==> src/rtl/mul_sequencer_pkg.sv <==
// Shared execute-stage definitions: datapath word, ALU operation codes, multiply sequencer states.
// No logic; imported by the ALU, the multiply sequencer and their bench.
// Encodings are fixed 2-bit/4-bit codes so they match any decode elsewhere in the stage.
package mul_sequencer_pkg;

    localparam int WORD = 32;

    localparam logic [3:0] ALU_ADD = 4'd0;
    localparam logic [3:0] ALU_SUB = 4'd1;
    localparam logic [3:0] ALU_AND = 4'd2;
    localparam logic [3:0] ALU_ORR = 4'd3;
    localparam logic [3:0] ALU_EOR = 4'd4;
    localparam logic [3:0] ALU_MOV = 4'd5;

    typedef enum logic [1:0] {
        MUL_IDLE = 2'd0,
        MUL_RUN  = 2'd1,
        MUL_DONE = 2'd2
    } mul_state_e;

endpackage

==> src/rtl/mul_sequencer.sv <==
// Multi-cycle MUL (low WIDTH bits of a*b) by shift-and-add through the shared ALU; optional MUL_EARLY_EXIT_EN.
// Latency: WIDTH RUN cycles, or max(1, msb index of op_b + 1) with MUL_EARLY_EXIT_EN; then one DONE cycle.
// Backpressure: start is sampled only in IDLE; requests while busy are dropped, not queued.
module mul_sequencer
    import mul_sequencer_pkg::*;
#(
    parameter int WIDTH = WORD
) (
    input  logic             clk,
    input  logic             reset,
    input  logic             start,
    input  logic [WIDTH-1:0] op_a,
    input  logic [WIDTH-1:0] op_b,
    input  logic [WIDTH-1:0] alu_result,
    output logic [WIDTH-1:0] alu_a,
    output logic [WIDTH-1:0] alu_b,
    output logic [3:0]       alu_control,
    output logic             alu_own,
    output logic             busy,
    output logic             done,
    output logic [WIDTH-1:0] product
);

    localparam int CW = (WIDTH > 1) ? $clog2(WIDTH) : 1;

    mul_state_e       state, state_nx;
    logic [WIDTH-1:0] acc;
    logic [WIDTH-1:0] mcand;
    logic [WIDTH-1:0] mplier;
    logic [CW-1:0]    count;
    logic             last_iter;
    logic [WIDTH-1:0] acc_nx;

`ifdef MUL_EARLY_EXIT_EN
    // Stop once no set multiplier bits remain above the one consumed this cycle.
    assign last_iter = (count == CW'(WIDTH - 1)) || ((mplier >> 1) == '0);
`else
    assign last_iter = (count == CW'(WIDTH - 1));
`endif

    assign acc_nx = mplier[0] ? alu_result : acc;

    always_comb begin
        state_nx    = state;
        alu_a       = '0;
        alu_b       = '0;
        alu_control = ALU_ADD;
        alu_own     = 1'b0;
        busy        = 1'b0;
        done        = 1'b0;
        case (state)
            MUL_IDLE: begin
                if (start) state_nx = MUL_RUN;
            end
            MUL_RUN: begin
                alu_a   = acc;
                alu_b   = mcand;
                alu_own = 1'b1;
                busy    = 1'b1;
                if (last_iter) state_nx = MUL_DONE;
            end
            MUL_DONE: begin
                busy     = 1'b1;
                done     = 1'b1;
                state_nx = MUL_IDLE;
            end
            default: state_nx = MUL_IDLE;
        endcase
    end

    always_ff @(posedge clk) begin
        if (reset) begin
            state   <= MUL_IDLE;
            acc     <= '0;
            mcand   <= '0;
            mplier  <= '0;
            count   <= '0;
            product <= '0;
        end else begin
            state <= state_nx;
            case (state)
                MUL_IDLE: begin
                    if (start) begin
                        acc    <= '0;
                        mcand  <= op_a;
                        mplier <= op_b;
                        count  <= '0;
                    end
                end
                MUL_RUN: begin
                    acc    <= acc_nx;
                    mcand  <= mcand << 1;
                    mplier <= mplier >> 1;
                    count  <= count + CW'(1);
                    // Product is captured on the exit edge so it is valid while done is high.
                    if (last_iter) product <= acc_nx;
                end
                default: ;
            endcase
        end
    end

endmodule
==> config.mk <==
export PLATFORM = sky130hd
export DESIGN_NAME = mul_sequencer
export DESIGN_NICKNAME = d
export VERILOG_FILES = /design/src/rtl/mul_sequencer_pkg.sv /design/src/rtl/mul_sequencer.sv
export SDC_FILE = /design/constraint.sdc
export NUM_CORES = 1
export LEC_CHECK = 0
export ABC_AREA = 1
export BUFFER_PORTS_ARGS = -buffer_cell sky130_fd_sc_hd__buf_2
export CAP_MARGIN = 40
export CORE_ASPECT_RATIO = 0.7
export CORE_MARGIN = 2
export CORE_UTILIZATION = 50
export DETAILED_ROUTE_END_ITERATION = 8
export PLACE_DENSITY = 0.88
export SYNTH_ARGS = -nofsm -noshare
export SYNTH_HDL_FRONTEND = slang
export SYNTH_SLANG_ARGS = --single-unit
==> constraint.sdc <==
create_clock -name clk -period 2.1 [get_ports clk]
set_input_delay 0.105 -clock clk [delete_from_list [all_inputs] [get_ports clk]]
set_output_delay 0.105 -clock clk [all_outputs]
set_load 0.02 [all_outputs]
==> results_dict.tcl <==
set metrics [dict create \
    dp_cells 1328 \
    ys_seq_elements 135 \
    core_area_um2 12600 \
    irDropWorstVdd_mv 0.616 \
    gp_congestion 0.783 \
    synth_top_area_cell "dfxtp_1" \
    synthesis.area_um2 6540 \
    first_pass_iters 4 \
    synth-main-ff-cell "dfxtp_1" \
    p_leak_nw 4.48 \
    initial_utilization_pct 51.9 \
    r2r-end "product[1]" \
    grt_max_degree 66 \
    finalMaxSlewViolations 0 \
    cts-root-buf "clkbuf_16" \
    min_from "op_a[14]" \
    die_y_um 99.7 \
    path_cells "inv_1 -> ha_4 -> buf_6 -> nand2_1 -> inv_1 -> buf_2" \
    multi_input_area_um2 3040 \
    cp_max_fo 50 \
    synth_top_area_share_pct 41.3 \
    num_rows 34 \
    finalCriticalPeriod_ns 1.89 \
    io_pins 202 \
    ys_warn_count 0 \
    synth-compound-area-share_pct 13.0 \
    wl_um 17000 \
    die_w_um 141 \
    clockBufferDepth 2 \
    cts.reportedPaths.clkPinSlew_ns 0.06 \
    syn_to_final_growth_pct 24.1 \
    synth_adder_area_share_pct 0.957 \
    synthTopCellsByArea "dfxtp_1 41%, nand2_1 17%, nor2_1 11%, o21ai_0 6.0%, inv_1 5.9%" \
    arrival_ns 1.78 \
    status "finished, final reports clean" \
    synthXorXnorAreaFrac_pct 0 \
    fmax_mhz 530 \
    holdPathStages 5 \
    synthArstFlopShare_pct 0 \
    first_iter_violations 339 \
    min_to "mcand[14]" \
    r2r_setup_slack_ns 0.26 \
    h-tree-depth 4 \
    slowest_stage "dfxtp_1" \
    fin_util_pct 64.4 \
    drc 0 \
    track_usage_pct 23.9 \
    period_share_pct 89.9 \
    die_area_um2 14000 \
    hpwl_um 11100 \
    io_buffers 197 \
    avgSynthCellArea_um2 6.38 \
    hold_viol 0 \
    overflow 0 \
    final_layout_size_suffix_gt1_share_pct 20.9 \
    cts-buffers-inserted 17 \
    setup_viol 0 \
    critPathMaxStageDelay_ns 0.32 \
    vias 6639 \
    antenna_found_initial 0 \
    n_fill_cell 1130 \
    required_ns 2.00 \
    antenna_left 0 \
    vias_per_cell 4.88 \
    stdcell_count 1361 \
    max-slew-margin-rel_pct 60.0 \
    ys_types 22 \
    path_class "reg -> out" \
    cts_tree "done" \
    wire_per_inst_um 12.5 \
    fin_total_pwr_mw 7.32 \
    worstRegToRegCells 7 \
    ys_seq_area_share_pct 41.3 \
    worstSetupEndpointType "primary output" \
    cts.sinks 135 \
    clock_skew_ns 0.00945 \
    synth_cells 1024 \
    cpMostUsedCell "inv_1" \
    register_area_um2 2700 \
    tightest_slew_ns 0.600 \
    synth_top_family_by_area "simple AND/OR/NAND/NOR gates" \
    crit-reg2reg-launch "count[0]" \
    synthMuxAreaShare_pct 0 \
    power_density_nw_per_um2 903 \
    worst_skew_pair.late_latency_ns 0.41 \
    rsz0062_at_grt "false" \
    num_antenna_cells 0 \
    cp-start-kind "flip-flop" \
    synth_edf_count 0 \
    fin_tns_setup_ns 0 \
    final_common_cell "nand2_1" \
    grt_first_pass_wirelength_um 27600 \
    fin_nets 1291 \
    synthSimpleGateAreaFrac_pct 32.1 \
    maxCapViolCount 0 \
    hp-class "in -> reg" \
    most-common-layout-cells "295 x nand2_1, 197 x buf_2, 193 x nor2_1, 134 x dfxtp_1, 102 x inv_1" \
    grt_pass1_vias 5945 \
]
[critical path, delay by kind of cell, from the launching register on]
kind / cells / cell delay (ns)
fa+ha+maj: 1 / 0.20
buf+inv: 4 / 0.66
flops: 1 / 0.32
simple gates: 1 / 0.15
[what timing repair did]
action / in CTS / in global routing
buffers inserted: 0 / 0
setup endpoints to repair: 0 / 19
resized for setup: 0 / 2
hold buffers: 2 / 0
hold endpoints to repair: 2 / 0
[worst max path at each step]
stage,endpoint,cells past startpoint,start
floorplan,alu_a[10],7,state[1]
global placement,mplier[6],9,state[0]
detailed placement,product[1],7,count[0]
CTS,alu_b[0],6,state[1]
global route,alu_b[30],6,state[1]
finish,alu_b[30],6,state[1]
[final cells by class]
type                    instances  area share (%)
flip-flops and latches        135            33.3
repair buffers                213            14.6
multi-input cells             713            37.5
inverters                     107            4.97
well taps                     162            2.50
clock inverters                 9            1.56
clock buffers                  22            5.60
[through the flow]
step	setup slack [ns]	area, um^2	hold WS (ns)
finish	0.213	8110	0.0152
global route	0.0739	8110	0.0308
floorplan	0.508	6550	0.277
detailed placement	0.295	7500	0.401
CTS	0.0751	8100	0.00530
global placement	0.376	7500	0.391
[report_power, final]
| group | internal [mW] | switching (mW) | total, mW |
|---|---|---|---|
| sequential | 2.78 | 0.117 | 2.90 |
| clock | 1.89 | 1.06 | 2.94 |
| combinational | 0.484 | 0.993 | 1.48 |
[routing by layer]
| layer | vias up | wire length, um | global-route usage, % |
|---|---|---|---|
| met4 | 0 | 213 | 7.23 |
| met3 | 19 | 1110 | 4.62 |
| met1 | 2925 | 8010 | 32.2 |
| met2 | 235 | 7630 | 39.3 |
| li1 | 3460 | - | - |
| met5 | - | 0 | 0 |
[logic make-up after synthesis]
kind of cell,count (synthesis)
and+or+nand+nor,537
buffers and inverters,179
adders and majority gates,5
other,1
AOI/OAI and AO/OA,167
DFF,135
[Yosys cell counts, types with 2 or more instances]
cell and count:
a21oi_1 40, inv_1 103, o21ai_1 47, buf_2 30, buf_6 8, inv_2 3
nor2_1 193, buf_4 13, dfxtp_1 135, nand2_4 3, clkbuf_1 17, ha_1 5
nand4_1 2, nand3_1 42, nand2_1 295, o21ai_0 79, buf_1 4
[flip-flops by register name, summed over array words and instances (netlist names)]
register  flops
state         2
acc          32
product      32
count         5
mplier       32
mcand        32
No activity file was read; power rests on OpenSTA's default activity.
